**config.mk**
```make
export PLATFORM = sky130hd
export DESIGN_NAME = universal_register_flat
export DESIGN_NICKNAME = d
export VERILOG_FILES = /design/src/rtl/universal_register_if.sv /design/src/rtl/universal_register.sv /design/src/flat_wrapper.sv
export SDC_FILE = /design/constraint.sdc
export NUM_CORES = 1
export LEC_CHECK = 0
export CAP_MARGIN = 15
export CORE_AREA = 4 4 43 64
export CTS_CLUSTER_DIAMETER = 200
export DETAILED_ROUTE_END_ITERATION = 16
export DIE_AREA = 0 0 47 68
export GPL_ROUTABILITY_DRIVEN = 0
export GPL_TIMING_DRIVEN = 0
export PLACE_DENSITY = 0.74
export SLEW_MARGIN = 30
export SYNTH_ARGS = -nofsm -noshare
export SYNTH_HDL_FRONTEND = slang
export SYNTH_SLANG_ARGS = --single-unit
```
**constraint.sdc**
```tcl
create_clock -name clock -period 2.8 [get_ports clock]
set_input_delay 0.56 -clock clock [delete_from_list [all_inputs] [get_ports clock]]
set_output_delay 0.56 -clock clock [all_outputs]
set_load 0.05 [all_outputs]
```
**src/rtl/universal_register_if.sv**
```systemverilog
// Control and data bundle for universal_register: the bench drives through master,
// the register sits on slave. There is no handshake; controls are sampled at each rising clock edge.
interface universal_register_if #(
    parameter int WIDTH = 8
);
    logic             sync_clear;
    logic             enable;
    logic [2:0]       mode;
    logic [WIDTH-1:0] data_in;
    logic             serial_in_lsb;
    logic             serial_in_msb;
    logic [WIDTH-1:0] data_out;
    logic             carry_out;
    logic             zero_out;

    modport master (
        output sync_clear, enable, mode, data_in, serial_in_lsb, serial_in_msb,
        input  data_out, carry_out, zero_out
    );

    modport slave (
        input  sync_clear, enable, mode, data_in, serial_in_lsb, serial_in_msb,
        output data_out, carry_out, zero_out
    );
endinterface

```
**src/rtl/universal_register.sv**
```systemverilog
// WIDTH-bit multi-mode register: load, shift, rotate, increment and decrement,
// with a registered carry/borrow bit and a combinational zero flag.
module universal_register #(
    parameter int               WIDTH       = 8,
    parameter logic [WIDTH-1:0] RESET_VALUE = '0
) (
    input  logic          clock,
    input  logic          clear_n,
    universal_register_if.slave bus
);
    typedef enum logic [2:0] {
        MODE_HOLD  = 3'b000,
        MODE_LOAD  = 3'b001,
        MODE_SHL   = 3'b010,
        MODE_SHR   = 3'b011,
        MODE_ROL   = 3'b100,
        MODE_ROR   = 3'b101,
        MODE_INC   = 3'b110,
        MODE_DEC   = 3'b111
    } mode_t;

    logic [WIDTH-1:0] data_q, data_d;
    logic             carry_q, carry_d;

    always_comb begin
        data_d  = data_q;
        carry_d = carry_q;
        if (bus.sync_clear) begin
            data_d  = RESET_VALUE;
            carry_d = 1'b0;
        end else if (bus.enable) begin
            case (mode_t'(bus.mode))
                MODE_HOLD: ;
                MODE_LOAD: begin
                    data_d  = bus.data_in;
                    carry_d = 1'b0;
                end
                MODE_SHL: begin
                    data_d  = {data_q[WIDTH-2:0], bus.serial_in_lsb};
                    carry_d = data_q[WIDTH-1];
                end
                MODE_SHR: begin
                    data_d  = {bus.serial_in_msb, data_q[WIDTH-1:1]};
                    carry_d = data_q[0];
                end
                MODE_ROL: begin
                    data_d  = {data_q[WIDTH-2:0], data_q[WIDTH-1]};
                    carry_d = data_q[WIDTH-1];
                end
                MODE_ROR: begin
                    data_d  = {data_q[0], data_q[WIDTH-1:1]};
                    carry_d = data_q[0];
                end
                // Carry is the bit above the register in a WIDTH+1-bit sum.
                MODE_INC: {carry_d, data_d} = {1'b0, data_q} + (WIDTH+1)'(1);
                MODE_DEC: begin
                    data_d  = data_q - WIDTH'(1);
                    carry_d = (data_q == '0);
                end
                default: ;
            endcase
        end
    end

    always_ff @(posedge clock or negedge clear_n) begin
        if (!clear_n) begin
            data_q  <= RESET_VALUE;
            carry_q <= 1'b0;
        end else begin
            data_q  <= data_d;
            carry_q <= carry_d;
        end
    end

    assign bus.data_out  = data_q;
    assign bus.carry_out = carry_q;
    assign bus.zero_out  = (data_q == '0);
endmodule

```
**src/flat_wrapper.sv**
```systemverilog
// flat-port wrapper written by rule: the top's interface ports become plain ports
module universal_register_flat 
#(
    parameter int               WIDTH       = 8,
    parameter logic [WIDTH-1:0] RESET_VALUE = '0
)
  (clock, clear_n, bus_sync_clear, bus_enable, bus_mode, bus_data_in, bus_serial_in_lsb, bus_serial_in_msb, bus_data_out, bus_carry_out, bus_zero_out);
  universal_register_if #(.WIDTH(WIDTH)) bus_i ();
  input  logic clock;
  input  logic clear_n;
  input wire logic [$bits(bus_i.sync_clear)-1:0] bus_sync_clear;
  input wire logic [$bits(bus_i.enable)-1:0] bus_enable;
  input wire logic [$bits(bus_i.mode)-1:0] bus_mode;
  input wire logic [$bits(bus_i.data_in)-1:0] bus_data_in;
  input wire logic [$bits(bus_i.serial_in_lsb)-1:0] bus_serial_in_lsb;
  input wire logic [$bits(bus_i.serial_in_msb)-1:0] bus_serial_in_msb;
  output wire logic [$bits(bus_i.data_out)-1:0] bus_data_out;
  output wire logic [$bits(bus_i.carry_out)-1:0] bus_carry_out;
  output wire logic [$bits(bus_i.zero_out)-1:0] bus_zero_out;
  assign bus_i.sync_clear = bus_sync_clear;
  assign bus_i.enable = bus_enable;
  assign bus_i.mode = bus_mode;
  assign bus_i.data_in = bus_data_in;
  assign bus_i.serial_in_lsb = bus_serial_in_lsb;
  assign bus_i.serial_in_msb = bus_serial_in_msb;
  assign bus_data_out = bus_i.data_out;
  assign bus_carry_out = bus_i.carry_out;
  assign bus_zero_out = bus_i.zero_out;
  universal_register #(.WIDTH(WIDTH), .RESET_VALUE(RESET_VALUE)) u_core (.clock(clock), .clear_n(clear_n), .bus(bus_i));
endmodule
```
==> results of run 1 <==
worst reg2reg max path, delay by kind of cell, from the launching register on:
family	cells	cell delay, ns
and+or+nand+nor	3	1.00
DFF	1	0.39
AOI/OAI and AO/OA	2	0.28
buffers and inverters	1	0.23
cells in the mapped netlist (2+ instances only):
cell | count | area (um^2)
buf_6 | 2 | 22.5
xnor2_1 | 2 | 17.5
nand3_1 | 4 | 20.0
or2_2 | 2 | 12.5
clkbuf_1 | 6 | 22.5
nor2_1 | 9 | 33.8
dfrtp_1 | 9 | 225
a211oi_1 | 2 | 15.0
ha_1 | 3 | 37.5
a21oi_1 | 12 | 60.1
nand2_1 | 18 | 67.6
buf_2 | 2 | 10.0
nor4_1 | 2 | 12.5
inv_1 | 5 | 18.8
mux2i_1 | 6 | 60.1
nor2b_1 | 3 | 18.8
o221ai_1 | 2 | 17.5
and2_1 | 3 | 18.8
o21ai_0 | 9 | 45.0
a22o_1 | 3 | 26.3
o22ai_1 | 3 | 18.8
o21bai_1 | 2 | 15.0
o211ai_1 | 7 | 52.6
power by group through the flow:
stage / clock [mW] / combinational (mW) / sequential, mW
after global placement: 0 / 0.260 / 0.154
after detailed placement: 0 / 0.263 / 0.154
after global routing: 0.103 / 0.282 / 0.153
after floorplan: 0 / 0.145 / 0.186
after CTS: 0.0979 / 0.263 / 0.152
final: 0.0996 / 0.264 / 0.152
through the flow:
stage                     hold slack, ns  setup slack (ns)
after floorplan                    0.264             0.235
after global placement             0.491            0.0156
after detailed placement           0.500            0.0276
after CTS                          0.513            0.0271
after global routing               0.557             0.202
final                              0.506             0.260
kinds of logic after synthesis:
logic type,count (synthesis),synth area share
DFF,9,0.215
and+or+nand+nor,53,0.287
xor gates and xnor gates,3,0.0250
adders and majority gates,3,0.0358
buffers and inverters,16,0.0739
muxes,6,0.0572
AOI/OAI and AO/OA,49,0.306
placed cells by master (no fill, tap or decap), types with 5 or more instances in the layout:
| cell | synthesis | routed |
|---|---|---|
| mux2i_1 | 6 | 6 |
| a21oi_1 | 12 | 12 |
| nand2_1 | 18 | 18 |
| nor2_1 | 9 | 9 |
| clkdlybuf4s50_1 | 0 | 25 |
| o21ai_0 | 9 | 9 |
| inv_1 | 5 | 5 |
| dfrtp_1 | 9 | 9 |
| o211ai_1 | 7 | 7 |
| clkbuf_1 | 6 | 7 |
registers in the layout (all words and copies together), names as in the netlist:
register	count
u_core.bus.data_out	8
u_core.bus.carry_out	1
final cells by class:
class	count	area [um^2]
Buffer	11	58.8
Clock buffer	4	26.3
Fill cell	210	847
Inverter	5	18.8
Multi-Input combinational cell	114	747
Sequential cell	9	225
Tap cell	23	28.8
Timing Repair Buffer	26	255
routing by layer:
layer	vias to the layer above	share of wire	track usage
met1	560	0.39	0.246
met2	74	0.50	0.361
li1	581	-	-
met3	13	0.073	0.0263
met4	0	0.041	0.118
met5	-	0	0
path summary, 6_finish.rpt:
kind                                               startpoint                                  to  cells after the start
setup / recovery           u_core.bus.data_out[4]$_DFFE_PN0P_                        bus_zero_out                      4
hold / removal               u_core.bus.carry_out$_DFFE_PN0P_    u_core.bus.carry_out$_DFFE_PN0P_                      2
setup reg to reg           u_core.bus.data_out[1]$_DFFE_PN0P_  u_core.bus.data_out[5]$_DFFE_PN0P_                      6
hold reg to reg              u_core.bus.carry_out$_DFFE_PN0P_    u_core.bus.carry_out$_DFFE_PN0P_                      2
max in group asynchronous                             clear_n    u_core.bus.carry_out$_DFFE_PN0P_                      1
min in group asynchronous                             clear_n  u_core.bus.data_out[3]$_DFFE_PN0P_                      1
what timing repair did:
action	CTS	global route
gates cloned	0	0
resized for setup	1	2
hold buffers	0	0
setup endpoints to repair	1	1
==> metrics.cfg, run 1 <==
[run_status]
status = finished, final reports clean

[synthesis]
avgSynthCellArea_um2 = 7.55
synth-edff-count = 0
syn_area_mm2 = 0.00105
synthCells = 139
synth_ff_type = dfrtp_1
ys_seq_elements = 9
postSynth.asyncResetShare = 1.00
yosysUniqueCellTypes = 46
yosysSeqAreaShare = 0.215
synth.net_count = 159
yosysWarnings = 0

[setup_path]
arrival_ns = 1.98
worstPathCellList = buf_6 > or4_4 > nor4b_4 > clkbuf_2
critPathCaptureType = primary output
critPathMaxFanout = 9
slowest_stage = or4_4
critPathMaxStageDelay_ns = 0.56
reg2reg_slack_ns = 0.75
critPathBufInv = 2
cp_data_required_time_ns = 2.24
criticalPathCategory = reg -> out
critPathLaunchType = flip-flop
cp_top_family = simple AND/OR/NAND/NOR gates

[route]
firstDrtPassIters = 4
vias_per_cell = 6.40
drcViolationCount = 0
wl_per_cell_um = 16.0
vias = 1228
drt-total-wl_um = 3070
ant_nets = 0
drtIter0Drc = 55

[power]
p_total_mw = 0.515
p_sw_frac = 0.414
switchingPower_mw = 0.213
internal-power_mw = 0.302
combPwrFrac = 0.512
power_frac_clock = 0.193
peakVddDrop_mv = 0.143
seq_power_share = 0.294
leakagePower_nw = 0.524
power_density_mw_per_mm2 = 379

[floorplanning]
dieWidth_um = 47
fp-row-count = 21
core_area_mm2 = 0.00221
die_y_um = 68
start_util = 0.476
ioPinCount = 27
die-area_mm2 = 0.00320

[timing]
rsz0062_at_grt = false
relSlewSlack = 0.668
period_needed_ns = 2.54
fin_worst_skew_ns = 0.00801
finalMaxSlewViolations = 0
hold_viol = 0
tightest_slew_ns = 0.496
max_freq_mhz = 394
setup_tns_ns = 0
finalSetupViolations = 0
period_share = 0.907

[placement]
placed_area_mm2 = 0.00134
placed_cells = 188
dp_hpwl_um = 2370
io_buffer_count = 26

[final_layout]
finalNetCount = 190
postLayoutCellArea_mm2 = 0.00136
stdcell_count = 192
area.growth.synth_to_final_pct = 29.6
utilization = 0.616
drive_above_1_share = 0.101
n_antenna_cell = 0

[clocking]
cts_sinks = 9
postCtsSetupRepairBufs = 0
numCtsBuffers = 3
cts_max_level = 1
cts-root-buf = clkbuf_4
cts_buffer_depth = 2
clk_pin_slew_ns = 0.06
clock_latency_ns = 0.26
cts_tree = yes

[global_route]
antenna_found_initial = 0
grt_first_pass_wirelength_um = 4990
grt_overflow_total = 0
first_global_vias = 1140
grt_usage = 0.212
grt_max_degree = 11

[min_path]
hold_class = reg -> reg

[run]
drv_cap = 0

Power figures use the tool's default switching activity.
==> inputs of run 2 (changes only) <==
--- a/config.mk
+++ b/config.mk
@@ -7,6 +7,7 @@
 export LEC_CHECK = 0
 export CAP_MARGIN = 15
 export CORE_AREA = 4 4 43 64
+export CTS_BUF_LIST = sky130_fd_sc_hd__clkbuf_2
 export CTS_CLUSTER_DIAMETER = 200
 export DETAILED_ROUTE_END_ITERATION = 16
 export DIE_AREA = 0 0 47 68
==> constraint.sdc (replaced) <==
create_clock -name clock -period 2.8 [get_ports clock]
set_input_delay 0.28 -clock clock [delete_from_list [all_inputs] [get_ports clock]]
set_output_delay 0.28 -clock clock [all_outputs]
set_load 0.05 [all_outputs]
==> metrics.cfg, run 2 (synthesis results as in run 1) <==
[setup_path]
critPathLaunchType = flip-flop
criticalPathCategory = reg -> out
arrival_ns = 2.10
critPathMaxFanout = 9
cp_data_required_time_ns = 2.52
worstRegToRegCells = 6
worstReg2RegStart = u_core.bus.data_out[1]$_DFFE_PN0P_
critPathCaptureType = primary output
reg2reg_slack_ns = 0.73
r2r_end = u_core.bus.data_out[5]$_DFFE_PN0P_

[timing]
setup_ws_ns = 0.418
hold_viol = 0
rsz0062_at_grt = false
relSlewSlack = 0.667
period_needed_ns = 2.38
setup_tns_ns = 0
finalMaxSlewViolations = 0
finalSetupViolations = 0
period_share = 0.851
max_freq_mhz = 420
fin_worst_skew_ns = 0.0124
tightest_slew_ns = 0.499

[clocking]
hold_buffers = 0
clock_latency_ns = 0.24
postCtsSetupRepairBufs = 0
cts_max_level = 1
clk_pin_slew_ns = 0.10
cts_buffer_depth = 2
cts_resized = 0
cts-root-buf = clkbuf_2
numCtsBuffers = 3
cts_tree = yes
cts_sinks = 9

[floorplanning]
dieWidth_um = 47
start_util = 0.476
die-area_mm2 = 0.00320
core_area_mm2 = 0.00221
die_y_um = 68
ioPinCount = 27
fp-row-count = 21

[final_layout]
layout_commonest_cell = clkdlybuf4s50_1
n_antenna_cell = 0
finalNetCount = 190
fillers = 208
area.growth.synth_to_final_pct = 29.7
drive_above_1_share = 0.101
largest_register_ffs = 8
stdcell_count = 192
mostFrequentLayoutCells = clkdlybuf4s50_1, nand2_1, a21oi_1
postLayoutCellArea_mm2 = 0.00136

[global_route]
grt_max_degree = 11
antenna_found_initial = 0
grt_overflow_total = 0
grt_usage = 0.208
first_global_vias = 1146
grt_first_pass_wirelength_um = 4920

[run]
drv_cap = 0

[route]
drt-met1-wl_um = 1180
drcViolationCount = 0
met3_length_um = 225
route.met2.wl_um = 1480
vias_per_cell = 6.34
ant_nets = 0
vias = 1218
wl_per_cell_um = 15.8
drt-total-wl_um = 3030
drtIter0Drc = 52
firstDrtPassIters = 8
route.top_layer_used = met4

[min_path]
hold_class = in -> async

[power]
power_density_mw_per_mm2 = 366
leakagePower_nw = 0.538
peakVddDrop_mv = 0.165

[placement]
dpl_worst_slack_ns = 0.308
placed_cells = 188
dp_hpwl_um = 2370
placed_area_mm2 = 0.00134
io_buffer_count = 26

[run_status]
status = finished, final reports clean

-- run 2: changes by cell type in the layout (fill, tap and decap cells not counted), sizes merged --
| cell | delta |
|---|---|
| clkbuf | -1 |
| dlymetal6s2s | +1 |
-- run 2: power by group --
part           internal, mW  switching, mW  total (mW)
combinational         0.110          0.156       0.266
clock                0.0380         0.0434      0.0814
sequential            0.140         0.0116       0.151
-- run 2: layer usage --
| metal | GRT usage | up-vias |
|---|---|---|
| met5 | 0 | - |
| met4 | 0.111 | 0 |
| met3 | 0.0263 | 16 |
| li1 | - | 578 |
| met2 | 0.354 | 74 |
| met1 | 0.242 | 550 |
-- run 2: metrics by stage --
stage                      util  power, mW  hold slack (ns)
after floorplan               -      0.331          -0.0156
after global placement    0.607      0.414            0.491
after detailed placement  0.607      0.417            0.500
after CTS                 0.616      0.496            0.343
after global routing      0.617      0.523            0.359
final                     0.617      0.498            0.311
-- run 2: cell type report --
type,instances,area [um^2],area share
Buffer,11,58.8,0.0432
Timing Repair Buffer,26,263,0.193
Inverter,5,18.8,0.0138
Sequential cell,9,225,0.165
Tap cell,23,28.8,0.0211
Multi-Input combinational cell,114,747,0.549
Clock buffer,4,20.0,0.0147
-- run 2: how the worst max path moves through the flow --
stage | from | depth (start not counted) | end
global route | u_core.bus.data_out[4]$_DFFE_PN0P_ | 4 | bus_zero_out
floorplan | u_core.bus.data_out[4]$_DFFE_PN0P_ | 6 | u_core.bus.carry_out$_DFFE_PN0P_
global placement | u_core.bus.data_out[5]$_DFFE_PN0P_ | 3 | bus_zero_out
CTS | u_core.bus.data_out[4]$_DFFE_PN0P_ | 4 | bus_zero_out
detailed placement | u_core.bus.data_out[5]$_DFFE_PN0P_ | 3 | bus_zero_out
finish | u_core.bus.data_out[4]$_DFFE_PN0P_ | 4 | bus_zero_out
-- run 2: critical path, cell delays in order (launching register included) --
cell and delay (ns):
dfrtp_1 0.40, buf_6 0.14, or4_4 0.56, nor4b_4 0.29, dlymetal6s2s_1 0.46
==> inputs of run 3 (changes only) <==
--- a/config.mk
+++ b/config.mk
@@ -14,6 +14,7 @@
 export GPL_ROUTABILITY_DRIVEN = 0
 export GPL_TIMING_DRIVEN = 0
 export PLACE_DENSITY = 0.74
+export SKIP_LAST_GASP = 1
 export SLEW_MARGIN = 30
 export SYNTH_ARGS = -nofsm -noshare
 export SYNTH_HDL_FRONTEND = slang
==> results of run 3 <==
No change in the layout: final DEF, timing and power equal those of run 2.
